**src/rtl/mlp_fc_layer_if.sv**
```systemverilog
// Handshake bundle for mlp_fc_layer: weight side channel, activation stream and result stream.
interface mlp_fc_layer_if #(
  parameter int DW    = 16,
  parameter int N_OUT = 3,
  parameter int LW    = 2,
  parameter int SW    = 4
);
  logic                w_tvalid;
  logic [LW-1:0]       w_tlane;
  logic [SW-1:0]       w_tslot;
  logic [DW-1:0]       w_tdata;

  logic                s_tvalid;
  logic                s_tready;
  logic [DW-1:0]       s_tdata;
  logic                s_tlast;

  logic                m_tvalid;
  logic                m_tready;
  logic [N_OUT*DW-1:0] m_tdata;

  modport master (
    output w_tvalid, w_tlane, w_tslot, w_tdata,
    output s_tvalid, s_tdata, s_tlast,
    input  s_tready,
    input  m_tvalid, m_tdata,
    output m_tready
  );

  modport slave (
    input  w_tvalid, w_tlane, w_tslot, w_tdata,
    input  s_tvalid, s_tdata, s_tlast,
    output s_tready,
    output m_tvalid, m_tdata,
    input  m_tready
  );
endinterface

```
**src/rtl/mlp_fc_layer.sv**
```systemverilog
// Fully-connected MLP layer: serial activations MAC'd into N_OUT lanes, biased, rescaled, saturated.
// Define MLP_RELU_EN to clamp negative lane results to zero (hidden-layer build).
module mlp_fc_layer #(
  parameter int DW     = 16,
  parameter int FRAC   = 8,
  parameter int N_OUT  = 3,
  parameter int MAX_IN = 8,
  parameter int LW     = 2,
  parameter int SW     = 4
) (
  input  logic          aclk,
  input  logic          aresetn,
  mlp_fc_layer_if.slave bus,
  input  logic [SW-1:0] in_dim,
  output logic          err,
  input  logic          err_clr
);
  // state    | meaning
  // ST_ACC   | accepting activations, every lane accumulates x * w[cnt]
  // ST_FINAL | one cycle: add bias, rescale, saturate, register result
  // ST_OUT   | result presented, waiting for m_tready
  localparam int ACCW = 2*DW + $clog2(MAX_IN) + 1;
  localparam int SUMW = ACCW + 1;

  typedef enum logic [1:0] {ST_ACC, ST_FINAL, ST_OUT} state_t;
  state_t state, state_nxt;

  logic signed [DW-1:0]   w_mem [N_OUT][MAX_IN+1];
  logic signed [ACCW-1:0] acc   [N_OUT];
  logic signed [2*DW-1:0] prod  [N_OUT];

  logic [LW-1:0]       w_lane;
  logic [SW-1:0]       w_slot;
  logic                w_hit;
  logic [SW-1:0]       cnt, d_lat, d_in, d_cur;
  logic                rdy_q, beat, cnt_end, vec_end, frame_err, clr_acc;
  logic [N_OUT*DW-1:0] res, m_data_q;

  assign w_lane = bus.w_tlane;
  assign w_slot = bus.w_tslot;
  assign w_hit  = bus.w_tvalid && (int'(w_lane) < N_OUT) && (int'(w_slot) <= MAX_IN);

  // Coefficient store is deliberately unreset; the MAC reads the pre-edge value on a same-cycle write.
  always_ff @(posedge aclk) begin
    if (w_hit) w_mem[w_lane][w_slot] <= bus.w_tdata;
  end

  assign d_in      = (in_dim == '0 || int'(in_dim) > MAX_IN) ? SW'(MAX_IN) : in_dim;
  assign d_cur     = (cnt == '0) ? d_in : d_lat;
  assign beat      = bus.s_tvalid && rdy_q;
  assign cnt_end   = (cnt == d_cur - SW'(1));
  assign vec_end   = beat && (bus.s_tlast || cnt_end);
  assign frame_err = beat && (bus.s_tlast != cnt_end);
  assign clr_acc   = (state == ST_OUT) && bus.m_tready;

  assign bus.s_tready = rdy_q;
  assign bus.m_tdata  = m_data_q;

  always_comb begin
    for (int l = 0; l < N_OUT; l++) begin
      prod[l] = $signed({{DW{bus.s_tdata[DW-1]}}, bus.s_tdata}) *
                $signed({{DW{w_mem[l][cnt][DW-1]}}, w_mem[l][cnt]});
    end
  end

  function automatic logic [DW-1:0] post_proc(input logic signed [ACCW-1:0] a,
                                              input logic signed [DW-1:0]   b);
    logic signed [SUMW-1:0] s;
    logic signed [SUMW-1:0] r;
    logic signed [SUMW-1:0] lim_hi;
    logic signed [SUMW-1:0] lim_lo;
    logic [DW-1:0]          q;
    lim_hi = $signed({{(SUMW-DW+1){1'b0}}, {(DW-1){1'b1}}});
    lim_lo = $signed({{(SUMW-DW+1){1'b1}}, {(DW-1){1'b0}}});
    s = $signed({{(SUMW-ACCW){a[ACCW-1]}}, a}) +
        $signed({{(SUMW-DW-FRAC){b[DW-1]}}, b, {FRAC{1'b0}}});
    r = s >>> FRAC;
    if (r > lim_hi)      q = lim_hi[DW-1:0];
    else if (r < lim_lo) q = lim_lo[DW-1:0];
    else                 q = r[DW-1:0];
`ifdef MLP_RELU_EN
    if (q[DW-1]) q = '0;
`endif
    return q;
  endfunction

  always_comb begin
    res = '0;
    for (int l = 0; l < N_OUT; l++) begin
      res[l*DW +: DW] = post_proc(acc[l], w_mem[l][MAX_IN]);
    end
  end

  always_comb begin
    state_nxt    = state;
    bus.m_tvalid = 1'b0;
    unique case (state)
      ST_ACC:   if (vec_end) state_nxt = ST_FINAL;
      ST_FINAL: state_nxt = ST_OUT;
      ST_OUT: begin
        bus.m_tvalid = 1'b1;
        if (bus.m_tready) state_nxt = ST_ACC;
      end
      default:  state_nxt = ST_ACC;
    endcase
  end

  // s_tready is registered so it stays low while aresetn is asserted.
  always_ff @(posedge aclk or negedge aresetn) begin
    if (!aresetn) begin
      state    <= ST_ACC;
      rdy_q    <= 1'b0;
      cnt      <= '0;
      d_lat    <= '0;
      m_data_q <= '0;
      err      <= 1'b0;
      for (int l = 0; l < N_OUT; l++) acc[l] <= '0;
    end else begin
      state <= state_nxt;
      rdy_q <= (state_nxt == ST_ACC);

      if (clr_acc)   cnt <= '0;
      else if (beat) cnt <= cnt + SW'(1);

      if (beat && cnt == '0) d_lat <= d_in;

      for (int l = 0; l < N_OUT; l++) begin
        if (clr_acc)   acc[l] <= '0;
        else if (beat) acc[l] <= acc[l] + $signed({{(ACCW-2*DW){prod[l][2*DW-1]}}, prod[l]});
      end

      if (state == ST_FINAL) m_data_q <= res;

      if (frame_err)    err <= 1'b1;
      else if (err_clr) err <= 1'b0;
    end
  end
endmodule

```
**src/flat_wrapper.sv**
```systemverilog
// flat-port wrapper written by rule: the top's interface ports become plain ports
module mlp_fc_layer_flat 
#(
  parameter int DW     = 16,
  parameter int FRAC   = 8,
  parameter int N_OUT  = 3,
  parameter int MAX_IN = 8,
  parameter int LW     = 2,
  parameter int SW     = 4
)
  (aclk, aresetn, in_dim, err, err_clr, bus_w_tvalid, bus_w_tlane, bus_w_tslot, bus_w_tdata, bus_s_tvalid, bus_s_tdata, bus_s_tlast, bus_s_tready, bus_m_tvalid, bus_m_tdata, bus_m_tready);
  mlp_fc_layer_if #(.DW(DW), .N_OUT(N_OUT), .LW(LW), .SW(SW)) bus_i ();
  input  logic aclk;
  input  logic aresetn;
  input  logic [SW-1:0] in_dim;
  output logic err;
  input  logic err_clr;
  input wire logic [$bits(bus_i.w_tvalid)-1:0] bus_w_tvalid;
  input wire logic [$bits(bus_i.w_tlane)-1:0] bus_w_tlane;
  input wire logic [$bits(bus_i.w_tslot)-1:0] bus_w_tslot;
  input wire logic [$bits(bus_i.w_tdata)-1:0] bus_w_tdata;
  input wire logic [$bits(bus_i.s_tvalid)-1:0] bus_s_tvalid;
  input wire logic [$bits(bus_i.s_tdata)-1:0] bus_s_tdata;
  input wire logic [$bits(bus_i.s_tlast)-1:0] bus_s_tlast;
  output wire logic [$bits(bus_i.s_tready)-1:0] bus_s_tready;
  output wire logic [$bits(bus_i.m_tvalid)-1:0] bus_m_tvalid;
  output wire logic [$bits(bus_i.m_tdata)-1:0] bus_m_tdata;
  input wire logic [$bits(bus_i.m_tready)-1:0] bus_m_tready;
  assign bus_i.w_tvalid = bus_w_tvalid;
  assign bus_i.w_tlane = bus_w_tlane;
  assign bus_i.w_tslot = bus_w_tslot;
  assign bus_i.w_tdata = bus_w_tdata;
  assign bus_i.s_tvalid = bus_s_tvalid;
  assign bus_i.s_tdata = bus_s_tdata;
  assign bus_i.s_tlast = bus_s_tlast;
  assign bus_s_tready = bus_i.s_tready;
  assign bus_m_tvalid = bus_i.m_tvalid;
  assign bus_m_tdata = bus_i.m_tdata;
  assign bus_i.m_tready = bus_m_tready;
  mlp_fc_layer #(.DW(DW), .FRAC(FRAC), .N_OUT(N_OUT), .MAX_IN(MAX_IN), .LW(LW), .SW(SW)) u_core (.aclk(aclk), .aresetn(aresetn), .bus(bus_i), .in_dim(in_dim), .err(err), .err_clr(err_clr));
endmodule
```
**config.mk**
```make
export PLATFORM = sky130hd
export DESIGN_NAME = mlp_fc_layer_flat
export DESIGN_NICKNAME = d
export VERILOG_FILES = /design/src/rtl/mlp_fc_layer_if.sv /design/src/rtl/mlp_fc_layer.sv /design/src/flat_wrapper.sv
export SDC_FILE = /design/constraint.sdc
export NUM_CORES = 2
export LEC_CHECK = 0
export BUFFER_PORTS_ARGS = -buffer_cell sky130_fd_sc_hd__buf_2
export CORE_ASPECT_RATIO = 1.2
export CORE_UTILIZATION = 66
export CTS_CLUSTER_SIZE = 24
export DETAILED_ROUTE_END_ITERATION = 16
export GPL_TIMING_DRIVEN = 0
export PLACE_DENSITY = 0.88
export SYNTH_ARGS = -nofsm -noshare
export SYNTH_HDL_FRONTEND = slang
export SYNTH_SLANG_ARGS = --single-unit
export TNS_END_PERCENT = 1
```
**constraint.sdc**
```tcl
create_clock -name aclk -period 11.9 [get_ports aclk]
set_clock_uncertainty 0.2 [all_clocks]
set_input_delay 0.595 -clock aclk [delete_from_list [all_inputs] [get_ports aclk]]
set_output_delay 0.595 -clock aclk [all_outputs]
set_load 0.1 [all_outputs]
```
**Word-level counts from Yosys, hierarchy flattened**

Memories as Yosys holds them, arrays and structs flattened.
Index checks and enable logic that the tools add are counted.

- Add/sub/neg operators: 8
- Muxes and demuxes: 35
- Equal/unequal tests: 4
- Bitwise gates (word level): 2
- Multiply operators: 3
- Reduce and logical (&&, ||, !) cells: 16
- $lt $le $gt $ge: 12

Operators by type and width:

| cell | number |
|---|---|
| $mux W36 | 6 |
| $mux W16 | 13 |
| $bmux W16 S4 | 3 |
| $mux W144 | 1 |
| $add A36 B24 Y37 | 3 |
| $add A36 B32 Y36 | 3 |
| $mul A16 B16 Y32 | 3 |
| $gt A29 B16 Y1 const B | 3 |
| $lt A29 B16 Y1 const B | 3 |
| $demux W16 S4 | 1 |
| $mux W4 | 4 |
| $ge A5 B5 Y1 const B | 2 |
| $not A4 Y5 | 2 |
| $logic_and A1 B1 Y1 | 8 |
| $logic_not A4 Y1 | 2 |
| $pmux W2 S3 | 1 |
| $lt A5 B1 Y1 const B | 1 |
| $add A4 B1 Y4 const B | 1 |
| $eq A4 B4 Y1 | 1 |
| $gt A4 B4 Y1 const B | 1 |
| $le A4 B4 Y1 const B | 1 |
| $logic_not A2 Y1 | 2 |
| $mux W1 | 4 |
| $mux W2 | 2 |
| 7 further kinds | 9 |

- Output and inout port bits: 51
- Register bits: 168
- Logic and storage cells: 90
- Memories kept: 1
- Bits in writable memories: 432

Memories:

| name | words | width | read ports | clocked after Yosys merged registers in | write ports | line | source |
|---|---|---|---|---|---|---|---|
| u_core.w_mem | 3 | 144 | 3 | 0 | 1 | mlp_fc_layer.sv:28 | `logic signed [DW-1:0] w_mem [N_OUT][MAX_IN+1];` |

**Depth between registers and ports, before layout**

- Depth in word-level cells: 11
- Mapped depth: 32
- Depth with buffers taken out: 27

**Least setup slack after synthesis**

OpenSTA, ideal clock, no wires.

- Path type: register to register
- Start point: register u_core.cnt[1]
- End point: register u_core.acc[107] in the netlist's numbering
- Buffers on the path: 4
- Period minus slack after synthesis: 8.463 ns
- Data required time: 11.558 ns
- Slack: 3.437 ns
- Arrival: 8.121 ns
- Cell stages (with the launch flop): 31
- Cells stage by stage: dfrtp_1 -> clkbuf_1 -> buf_1 -> clkbuf_1 -> mux4_2 -> mux2i_1 -> o21ai_0 -> clkbuf_1 -> nand2_1 -> fa_1 -> inv_1 -> fa_1 -> inv_1 -> fa_1 -> inv_1 -> fa_1 -> fa_1 -> inv_1 -> fa_1 -> inv_1 -> ha_1 -> a21o_1 -> a21o_1 -> a2111oi_0 -> o32a_1 -> o21ai_1 -> a211oi_1 -> nor2_1 -> o41ai_1 -> mux2i_1 -> a41oi_1

- Cells in the longest elaborated chain, start to end: 8

RTL lines:

| what | line | source |
|---|---|---|
| start: declaration | mlp_fc_layer.sv:35 | `logic [SW-1:0] cnt, d_lat, d_in, d_cur;` |
| start signal: assignment | mlp_fc_layer.sv:123 | `else if (beat) cnt <= cnt + SW'(1);` |
| $not A4 Y5 (implied by the code) | mlp_fc_layer.sv:62 | `$signed({{DW{w_mem[l][cnt][DW-1]}}, w_mem[l][cnt]});` |
| $bmux W16 S4 | mlp_fc_layer.sv:62 |  |
| $mux W16 (implied by the code) (2 in a row) | mlp_fc_layer.sv:62 |  |
| $mul A16 B16 Y32 | mlp_fc_layer.sv:61 | `prod[l] = $signed({{DW{bus.s_tdata[DW-1]}}, bus.s_tdata}) *` |
| $add A36 B32 Y36 | mlp_fc_layer.sv:129 | `else if (beat) acc[l] <= acc[l] + $signed({{(ACCW-2*DW){prod[l][2*DW-1]}}, prod[l]});` |
| $mux W36 | mlp_fc_layer.sv:129 |  |
| $mux W36 | mlp_fc_layer.sv:128 | `if (clr_acc) acc[l] <= '0;` |
| end signal: indexed assignment | mlp_fc_layer.sv:129 |  |
| end: declaration | mlp_fc_layer.sv:29 | `logic signed [ACCW-1:0] acc [N_OUT];` |

No other way between the ends. The select of a mux whose other input is x is not followed.
A chain may end at the register's enable or synchronous reset.

**Final worst setup path**

Same ends and word-level chain as after synthesis.

==> impl_metrics.tcl <==
set metrics [dict create \
    outcome "finished, violations left" \
    failing_checks "max-capacitance violations, max-slew violations, negative setup slack" \
    io_buffer_count 82 \
    post_route_cells_drive_above_1_share_pct 6.26 \
    width_of_the_chip_um 285 \
    finalHoldViolations 0 \
    routability_congestion_estimate_from_global_placement 1.02 \
    ys_warn_count 0 \
    setup_repair_after_global_routing_missed_its_margin "yes" \
    ys_top_cells_by_count "sky130_fd_sc_hd__inv_1, sky130_fd_sc_hd__fa_1, sky130_fd_sc_hd__nand2_1" \
    grt_start_max_net_pins 98 \
    crit_path_end_kind "flop" \
    num_rows 124 \
    clock_tree.htree_level_count 2 \
    hold_path_depth 2 \
    drt-total-wl_um 211000 \
    clkTransAtPathRegs_ns 0.07 \
    wl_per_cell_um 28.0 \
    antenna_left 0 \
    holdCritPathClass "in -> reg" \
    max_cap_viol_count 1 \
    async_set_or_reset_register_ratio_after_synthesis_pct 28.0 \
    yosys_register_bits 600 \
    cp_data_arrival_time_ns 12.25 \
    synth.cell_area_mm2 0.0635 \
    tightest_slew_ns 1.57 \
    detailedRoute.firstPassIterationCount 6 \
    place_worst_setup_slack_ns 0.453 \
    clock-sinks 600 \
    top_level_ports 100 \
    first_global_vias 50885 \
    setup_ws_ns -0.0836 \
    final_cells 7523 \
    dp.final_hpwl_um 163000 \
    worstPathMaxFanout 10 \
    dp_cells 7419 \
    drt_drc_violations_left 0 \
    slew_violations 12 \
    track_usage_pct 44.7 \
    whs_ns 0.0171 \
    number_of_nets_in_the_finished_design 7619 \
    seq_area_frac_synth_pct 27.1 \
    detailroute.via_count 48483 \
    clock.fmax_mhz 83.4 \
    first_pass_grt_wire_length_um 316000 \
    setup-violations-final 1 \
    floorplan.core_area_mm2 0.0953 \
    clock_insertion_delay_worst_skew_ns 0.69 \
    cts_max_path_buffers 3 \
    cts.root.buffer_cell "sky130_fd_sc_hd__clkbuf_16" \
    postSynthNetCount 7455 \
    r2r.worst_path.cells 30 \
    most_instantiated_library_cell_after_synthesis "sky130_fd_sc_hd__inv_1" \
    initial_core_util_pct 66.6 \
    yosys.cell_types.count 93 \
    number_of_enable_type_register_cells_in_the_synthesized_netlist 432 \
    post_layout_minimum_cycle_time_ns 11.98 \
    required_ns 12.17 \
    cts_inserted_buffers 52 \
    crit_slowest_cell "sky130_fd_sc_hd__clkbuf_1" \
    relSlewSlack_pct -4.63 \
    post_drt_via_cell_ratio 6.44 \
    critPathLaunchType "flop" \
    finalCritPeriodShare_pct 101 \
    yosysTopAreaCell "sky130_fd_sc_hd__fa_1" \
    grt_antenna_before_repair 10 \
    synth.avg_cell_area_um2 10.5 \
    grt_overflow_total 0 \
    path_class "reg -> reg" \
    synth_top_flop_cell "sky130_fd_sc_hd__edfxtp_1" \
    chipHeight_um 342 \
    synth_cells 6052 \
    setup_tns_ns -0.0836 \
    first_iter_violations 5580 \
    num-fill-cells 6770 \
    synth.area.top_cells "sky130_fd_sc_hd__fa_1, sky130_fd_sc_hd__edfxtp_1, sky130_fd_sc_hd__ha_1" \
    cts_post_setup_buffers_inserted 0 \
    critical-path-max-stage-delay_ns 0.90 \
    fp.dieArea_mm2 0.0974 \
    syn2layout_area_growth_pct 6.68 \
    critPathMostFrequentCell "sky130_fd_sc_hd__fa_1" \
    tritoncts "built" \
    synthDominantCellAreaShare_pct 29.8 \
]
## layer usage
layer	vias to the layer above	part of all wire, %	global-route usage [%]
li1	19871	-	-
met1	23996	33	52.8
met2	3506	45	68.6
met3	1098	12	12.2
met4	12	11	37.1
met5	-	0.057	0
## cells in the final DEF (no fill, tap or decap), drive strengths merged, types with 28 or more instances in the layout
master and count:
dfrtp 168, edfxtp 432, o22ai 34, inv 1184
nor2 236, mux4 96, clkbuf 261, nand2 632
a21oi 228, ha 409, nand2b 28, and2 393
nor3 58, and3 28, buf 150, a21o 85
fa 945, mux2i 64, xnor2 101, a211oi 38
xor2 43, o21ai 200, nand3 60
## stage by stage
| step | cell area, um2 | utilization, % |
|---|---|---|
| CTS | 67600 | 71.0 |
| finish | 67700 | 71.1 |
| floorplan | 63500 | - |
| detailed placement | 65900 | 69.1 |
| global placement | 65500 | 68.7 |
| global route | 67700 | 71.1 |
## worst max-delay path: cells and delay by family (launching register included)
family	cells	cell delay [ns]
compound gates	9	3.21
flops	1	0.45
simple gates	2	0.32
buf+inv	9	3.13
mux	3	0.84
fa+ha+maj	7	3.54
## logic make-up after synthesis
kind of cell	Yosys count	synth area share [%]
multiplexers	164	4.49
adder cells (fa/ha/maj)	1354	37.9
flip-flops	600	27.1
AO/OA/AOI/OAI	794	8.04
XOR/XNOR	144	1.99
buffers and inverters	1421	8.48
AND/OR/NAND/NOR	1575	12.1
## registers in the layout (all words and copies together), names as in the netlist
signal and cells:
u_core.w_mem 432, u_core.err 1, u_core.d_lat 4, u_core.bus.m_tdata 48, u_core.cnt 4, u_core.acc 108, u_core.bus.s_tready 1, u_core.state 2
## final timing paths
kind	slack, ns	end	startpoint
worst min-delay path	0.02	u_core.state[1]	bus_m_tready
worst max-delay path	-0.08	u_core.acc[107]	u_core.cnt[1]
worst min register to register	0.28	u_core.bus.m_tdata[15]	u_core.bus.m_tdata[15]
min in group asynchronous	0.35	u_core.bus.m_tdata[28]	aresetn
worst max register to register	-0.08	u_core.acc[107]	u_core.cnt[1]
max in group asynchronous	10.15	u_core.acc[95]	aresetn
## layout make-up
class | count | area (um2) | area share, %
multi-input cells | 4031 | 41000 | 60.6
flip-flops and latches | 600 | 17200 | 25.4
inverters | 1179 | 4430 | 6.54
well taps | 1260 | 1580 | 2.33
clock buffers | 63 | 1380 | 2.03
plain buffers | 242 | 968 | 1.43
repair buffers | 110 | 792 | 1.17
clock inverters | 33 | 380 | 0.562
diodes | 5 | 12.5 | 0.0185
## timing repair
action | in CTS | in global routing
hold endpoints to repair | 97 | 0
endpoints found under the setup margin | 0 | 15
hold buffers | 2 | 0
gates resized for setup | 0 | 13
Power is left out: the tool's default activity adds up to more than one toggle a clock period on the data nets, which glitch-free logic cannot reach.
